===== config.mk =====
export PLATFORM = sky130hd
export DESIGN_NAME = alu_mc
export DESIGN_NICKNAME = d
export VERILOG_FILES = /design/src/rtl/alu_mc.sv
export SDC_FILE = /design/constraint.sdc
export NUM_CORES = 1
export LEC_CHECK = 0
export CAP_MARGIN = 15
export CORE_MARGIN = 2
export CORE_UTILIZATION = 50
export DETAILED_ROUTE_END_ITERATION = 16
export GPL_TIMING_DRIVEN = 0
export PLACE_DENSITY = 0.72
export SLEW_MARGIN = 10
export SYNTH_ARGS = -nofsm -noshare
export SYNTH_HDL_FRONTEND = slang
export SYNTH_SLANG_ARGS = --single-unit

===== constraint.sdc =====
create_clock -name clk -period 3.7 [get_ports clk]
set_input_delay 0.74 -clock clk [delete_from_list [all_inputs] [get_ports clk]]
set_output_delay 0.74 -clock clk [all_outputs]
set_load 0.01 [all_outputs]

===== src/rtl/alu_mc.sv =====
// alu_mc: small multi-cycle ALU. Seven operations complete in a single cycle.
// Unsigned MUL uses a W-step shift-add and completes at the W-th edge after it is accepted.
// Ports: clk, reset (async, active-high) | start/Ain/Bin/ALUop request, sampled only
//        when ready=1 | out/status{V,N,Z} registered result, done = 1-cycle update pulse.
module alu_mc #(
  parameter int W = 16
) (
  input  logic         clk,
  input  logic         reset,
  input  logic         start,
  input  logic [W-1:0] Ain,
  input  logic [W-1:0] Bin,
  input  logic [2:0]   ALUop,
  output logic         ready,
  output logic [W-1:0] out,
  output logic [2:0]   status,
  output logic         done
);

  localparam int SW = $clog2(W);      // ASR shift-amount width
  localparam int CW = $clog2(W + 1);  // iteration counter must hold the value W

  localparam logic [2:0] OP_ADD = 3'b000;
  localparam logic [2:0] OP_SUB = 3'b001;
  localparam logic [2:0] OP_AND = 3'b010;
  localparam logic [2:0] OP_NOT = 3'b011;
  localparam logic [2:0] OP_OR  = 3'b100;
  localparam logic [2:0] OP_XOR = 3'b101;
  localparam logic [2:0] OP_MUL = 3'b110;
  localparam logic [2:0] OP_ASR = 3'b111;

  typedef enum logic {S_IDLE, S_MUL} state_t;

  state_t           state, state_nxt;
  logic [2*W-1:0]   mcand;      // multiplicand, shifted left one place per step
  logic [2*W-1:0]   acc;        // partial product
  logic [2*W-1:0]   acc_nxt;
  logic [W-1:0]     mplier;     // multiplier, shifted right so bit 0 is the current bit
  logic [CW-1:0]    cnt;
  logic             accept_op;  // single-cycle op accepted this edge
  logic             accept_mul; // MUL accepted this edge
  logic             mul_last;   // this edge performs the final shift-add step
  logic [SW-1:0]    shamt;
  logic [W-1:0]     alu_res;
  logic             alu_v;
  logic [W-1:0]     res;
  logic             res_v;

  // State register
  always_ff @(posedge clk or posedge reset) begin
    if (reset) state <= S_IDLE;
    else       state <= state_nxt;
  end

  // Next state and control strobes
  always_comb begin
    state_nxt  = state;
    ready      = 1'b0;
    accept_op  = 1'b0;
    accept_mul = 1'b0;
    mul_last   = 1'b0;
    case (state)
      S_IDLE: begin
        ready = 1'b1;
        if (start) begin
          if (ALUop == OP_MUL) begin
            accept_mul = 1'b1;
            state_nxt  = S_MUL;
          end else begin
            accept_op = 1'b1;
          end
        end
      end
      S_MUL: begin
        // start is ignored here; ready stays low until the completion edge
        if (cnt == CW'(1)) begin
          mul_last  = 1'b1;
          state_nxt = S_IDLE;
        end
      end
      default: state_nxt = S_IDLE;
    endcase
  end

  // Single-cycle operations, evaluated directly on the live inputs
  always_comb begin
    alu_res = '0;
    alu_v   = 1'b0;
    shamt   = Bin[SW-1:0];
    case (ALUop)
      OP_ADD: begin
        alu_res = Ain + Bin;
        alu_v   = (Ain[W-1] == Bin[W-1]) && (alu_res[W-1] != Ain[W-1]);
      end
      OP_SUB: begin
        alu_res = Ain - Bin;
        alu_v   = (Ain[W-1] != Bin[W-1]) && (alu_res[W-1] != Ain[W-1]);
      end
      OP_AND:  alu_res = Ain & Bin;
      OP_NOT:  alu_res = ~Bin;
      OP_OR:   alu_res = Ain | Bin;
      OP_XOR:  alu_res = Ain ^ Bin;
      // A shift of W or more (non-power-of-two W) still saturates to the sign bit.
      OP_ASR:  alu_res = $signed(Ain) >>> shamt;
      default: alu_res = '0;  // MUL goes through the iterative path
    endcase
  end

  // One shift-add step; on the last step this sum is the full 2W product.
  assign acc_nxt = acc + (mplier[0] ? mcand : '0);

  always_comb begin
    if (mul_last) begin
      res   = acc_nxt[W-1:0];
      res_v = |acc_nxt[2*W-1:W];
    end else begin
      res   = alu_res;
      res_v = alu_v;
    end
  end

  // Datapath and result registers
  always_ff @(posedge clk or posedge reset) begin
    if (reset) begin
      mcand  <= '0;
      mplier <= '0;
      acc    <= '0;
      cnt    <= '0;
      out    <= '0;
      status <= 3'b000;
      done   <= 1'b0;
    end else begin
      done <= 1'b0;
      if (accept_mul) begin
        // Operands are latched here so later input changes cannot disturb the MUL.
        mcand  <= {{W{1'b0}}, Ain};
        mplier <= Bin;
        acc    <= '0;
        cnt    <= CW'(W);
      end else if (state == S_MUL) begin
        acc    <= acc_nxt;
        mcand  <= mcand << 1;
        mplier <= mplier >> 1;
        cnt    <= cnt - CW'(1);
      end
      if (accept_op || mul_last) begin
        out    <= res;
        status <= {res_v, res[W-1], (res == '0)};
        done   <= 1'b1;
      end
    end
  end

endmodule


Word level (Yosys, flattened, before mapping)
Index checks and enable logic that the tools add are counted. W data, S select, Z words.

Bits of input ports: 38. Output and inout port bits: 21. Register bits after elaboration: 106.

Reductions and logical operators: 7. Eq/ne operators: 12. Shifts and indexed selects: 1. Add/subtract/negate cells: 4. Bitwise logic cells: 5. Multiplexer cells: 25.

Operator list (number): $mux W32 (5); $pmux W16 S7 (1); $mux W16 (3); $add A32 B32 Y32 (1); $add A16 B16 Y16 (1); $and A16 B16 Y16 (1); $logic_not A16 Y1 (1); $not A16 Y16 (1); $or A16 B16 Y16 (1); $reduce_or A16 Y1 (1); $sshr A16 B4 Y16 (1); $sub A16 B16 Y16 (1); $xor A16 B16 Y16 (1); $eq A3 B3 Y1 const B (4); $mux W1 (12); $mux W5 (2); $eq A3 B2 Y1 const B (2); $eq A5 B1 Y1 const B (1); $sub A5 B1 Y5 const B (1); $pmux W1 S2 (2); $eq A3 B1 Y1 const B (1); $logic_not A3 Y1 (1); $ne A1 B1 Y1 (3); $logic_and A1 B1 Y1 (2); other kinds (4) (4).

Depth between registers and ports, before layout
Depth in word-level cells: 6. Mapped depth: 15. Mapped depth without buffers: 14.

Least setup slack after synthesis
No wires, ideal clock.

Kind: input to register. Start point: input Bin[3]. End point: register status[0]. Data required time: 3.578 ns. Data arrival time: 3.641 ns. Buffers on the path: 2. Setup time: 0.122 ns. Stages on the path: 14. Path slack: -0.063 ns. Cells stage by stage: clkbuf_1 > clkinv_1 > ha_1 > buf_2 > or2_2 > o31a_1 > a2111oi_2 > o221ai_2 > xnor2_1 > o211ai_1 > a31oi_1 > a21oi_1 > and4bb_1 > a32o_1.

Cells in the longest elaborated chain, start to end: 4. Elaborated cells on any way between the ends: 10. Those cells by class: add/sub (2); shift (1); mux (2); bitwise (4); reduce/logical (1).

Ends and longest elaborated chain: from (decl) (RTL line 12) `input logic [W-1:0] Bin,`; $sub A16 B16 Y16 (tied with other cells) (RTL line 96) `alu_res = Ain - Bin;`; $pmux W16 S7 * (RTL line 90) `case (ALUop)`; $mux W16 * (RTL line 113) `if (mul_last) begin`; $logic_not A16 Y1 * (RTL line 148) `status <= {res_v, res[W-1], (res == '0)};`; to (signal assigned) (RTL line 148); to (decl) (RTL line 16) `output logic [2:0] status,`.

Every way passes the cells marked *; elsewhere a longest branch is shown, timed or not. A chain may end at the register's enable or synchronous reset.

Worst setup path in the final report
Start point: register mplier[0]. End point: register status[2].

Cells in the longest elaborated chain, start to end: 4.

Ends and longest elaborated chain: from (decl) (RTL line 38) `logic [W-1:0] mplier;`; from (signal assigned) (RTL line 137) `mplier <= Bin;`; from (signal assigned) (RTL line 143) `mplier <= mplier >> 1;`; $mux W32 (RTL line 110) `assign acc_nxt = acc + (mplier[0] ? mcand : '0);`; $add A32 B32 Y32 (RTL line 110); $reduce_or A16 Y1 (RTL line 115) `res_v = |acc_nxt[2*W-1:W];`; $mux W1 (RTL line 113).

No other way between the ends.

==> flow_metrics.py <==
metrics = {
    "status": {
        "status": "finished with violations",
        "violations": "negative setup slack",
    },
    "cts": {
        "cts_tree": "done",
        "path_clk_slew_ps": 80,
        "htreeDepth": 3,
        "cts_sinks": 105,
        "numCtsBuffers": 9,
        "root_buffer": "clkbuf_16",
        "clockBufferDepth": 2,
        "insertion_delay_ps": 360,
    },
    "setup_path": {
        "critPathTopFamily": "simple AND/OR/NAND/NOR gates",
        "critPathKind": "reg2reg",
        "path_cells": "buf_8 -> and2_4 -> ha_4 -> inv_2 -> fa_2 -> or2b_1 -> a21oi_4 -> o2111ai_4 -> nand3_2 -> a21boi_4 -> mux2_4 -> or4_4 -> a2111o_1 -> nor4_2 -> a31oi_1",
        "arrival_ps": 3960,
        "path_buf_inv": 2,
        "start_kind": "flip-flop",
        "cpPeakStageDelay_ps": 450,
        "path_max_fanout": 5,
        "worst_path_max_delay_cell": "dfrtp_2",
        "crit_required_ps": 3940,
        "end_kind": "flip-flop",
    },
    "yosys": {
        "syn_inst": 1249,
        "ys_dominant_reg_cell": "dfrtp_1",
        "synth_area_leaders": "dfrtp_1 27%, ha_1 11%, nand2_1 6.9%",
        "netlist.area_leader.share": 0.270,
        "ys_seq_area_frac": 0.270,
        "synth.net_count": 1373,
        "synth-seq-cells": 105,
        "synth.distinct_cells": 87,
        "netlist_area_sq_mm": 0.00974,
        "synth_top_cell_by_area": "dfrtp_1",
        "async_reset_ff_frac": 1.00,
        "synth-edff-count": 0,
        "synth_warnings": 0,
        "synth.avg_cell_area_sq_um": 7.80,
    },
    "final_layout": {
        "nNetsFinal": 1477,
        "layout_commonest_cell": "nand2_1",
        "drive_gt1_frac": 0.155,
        "mostFrequentLayoutCells": "177 x nand2_1, 121 x o21ai_0, 109 x nor2_1, 107 x a21oi_1, 104 x dfrtp_1",
        "fin_util": 0.616,
        "synthToLayoutAreaGrowth_pct": 21.7,
    },
    "route": {
        "dr.first_iter.drc_count": 1051,
        "wirelength_microns": 34400,
        "vias": 10100,
        "ant_nets": 0,
        "drc_errors": 0,
        "wl_per_cell_microns": 21.2,
        "dr.pass1.iters": 5,
        "avgViaCountPerCell": 6.24,
    },
    "sta": {
        "setup_slack_ps": -20.3,
        "finalSetupViolations": 2,
        "fin_worst_skew_ps": 7.47,
        "rsz0062_at_grt": "yes",
        "fin_crit_sh": 1.01,
        "hold_viol_final": 0,
        "fin_crit_ps": 3720,
        "finalSetupTns_ps": -23.8,
        "slew_headroom": 0.328,
        "slew_violations": 0,
        "tightestPinTransition_ps": 1000,
        "clock.fmax_mhz": 269,
    },
    "placed_design": {
        "gp_congestion": 1.04,
        "post-place-ws_ps": -1520,
        "io_buffers": 57,
        "hpwl_microns": 25500,
    },
    "grt": {
        "grt_pass1_wl_microns": 52100,
        "grt_antenna_before_repair": 1,
        "grt_start_max_net_pins": 78,
        "overflow": 0,
        "grtUsageTotal": 0.331,
        "grt_pass1_vias": 9297,
    },
    "power_and_ir_drop": {
        "p_per_area_mw_per_mm2": 501,
        "finalPower_mw": 5.94,
        "ir_drop_uv": 315,
        "p_leak_nw": 5.16,
    },
    "floorplanning": {
        "die_area_sq_mm": 0.0206,
        "die_h_microns": 144,
        "rows": 51,
        "start_util": 0.506,
        "coreArea_sq_mm": 0.0193,
        "die_w_microns": 144,
        "ioPinCount": 59,
    },
    "job": {
        "maxCapViolations": 0,
    },
    "min_path": {
        "worstHoldPathType": "reg2reg",
    },
}
cells by family after synthesis:
| logic type | share of synthesized area |
|---|---|
| mux | 0.0541 |
| compound gates | 0.267 |
| xor+xnor | 0.0360 |
| fa+ha+maj | 0.113 |
| simple gates | 0.204 |
| flops | 0.270 |
| buf+inv | 0.0571 |
synthesized netlist by cell type (4+ instances only):
| library cell | number |
|---|---|
| a211oi_1 | 12 |
| a311oi_1 | 6 |
| nand2b_1 | 9 |
| clkbuf_1 | 62 |
| nor2_1 | 112 |
| o22ai_1 | 16 |
| a22o_1 | 13 |
| inv_1 | 57 |
| a21oi_1 | 120 |
| nand3_1 | 15 |
| buf_4 | 6 |
| a21o_1 | 14 |
| xor2_1 | 15 |
| a22oi_1 | 6 |
| nor3_1 | 20 |
| o211ai_1 | 13 |
| mux2_2 | 5 |
| o31ai_1 | 6 |
| mux2i_1 | 14 |
| and2_1 | 39 |
| o221ai_1 | 4 |
| ha_1 | 83 |
| a31oi_1 | 11 |
| o21a_1 | 10 |
| and3_1 | 10 |
| or3_1 | 5 |
| nor2b_1 | 15 |
| o21bai_1 | 5 |
| dfrtp_1 | 105 |
| buf_2 | 7 |
| nand4_1 | 4 |
| xnor2_1 | 25 |
| mux4_2 | 14 |
| buf_1 | 6 |
| nand2_1 | 178 |
| o21ai_0 | 125 |
| a2111oi_0 | 4 |
| o2111ai_1 | 4 |
layout make-up:
class / instances / area, sq um
fillers: 1751 / 7410
multi-input cells: 1004 / 7060
flip-flops and latches: 105 / 2630
repair buffers: 96 / 901
plain buffers: 78 / 399
well taps: 265 / 332
inverters: 59 / 250
clock buffers: 10 / 229
clock inverters: 6 / 57.6
diodes: 1 / 2.50
sequential cells by signal, summed over array words and instances, names as in the netlist:
signal	flops
state	1
cnt	5
mplier	16
mcand	32
out	15
status	3
acc	32
done	1
stage by stage:
stage | hold WS, ps | cell area (sq um) | instances
6_report | 475 | 11900 | 1624
5_1_grt | 508 | 11900 | 1623
4_1_cts | 479 | 11400 | 1605
3_5_place_dp | 461 | 10700 | 1572
3_3_place_gp | 454 | 10600 | 1571
2_1_floorplan | 450 | 9740 | 1249
final timing paths:
check                      startpoint        end  slack (ps)  depth (start not counted)
hold / removal                out[12]    out[12]         470                          2
min in group asynchronous       reset    acc[17]         700                          2
hold reg to reg               out[12]    out[12]         470                          2
setup / recovery            mplier[0]  status[2]         -20                         15
setup reg to reg            mplier[0]  status[2]         -20                         15
max in group asynchronous       reset  mplier[0]        2280                          3
power breakdown:
| group | internal, mW | switching [mW] | leakage, nW |
|---|---|---|---|
| combinational | 1.28 | 1.80 | 3.65 |
| clock | 0.476 | 0.480 | 0.142 |
| sequential | 1.58 | 0.323 | 1.37 |
tightest hold or removal path, stage by stage (launching register included):
cell,delay [ps]
dfrtp_1,350
nand2_1,50
nand2_1,50
per-layer routing:
layer | global-route usage | wire, microns
met1 | 0.484 | 15200
met2 | 0.483 | 14800
met4 | 0.101 | 1080
met3 | 0.0780 | 3370
met5 | 0 | 0
timing repair:
item | 4_1_cts | 5_1_grt
hold buffers | 0 | 0
buffers inserted | 18 | 19
resized for setup | 84 | 105
endpoints found under the setup margin | 11 | 19
pin swaps | 18 | 39
cloned | 0 | 1
Note: power is estimated with default switching activity, not from simulation.
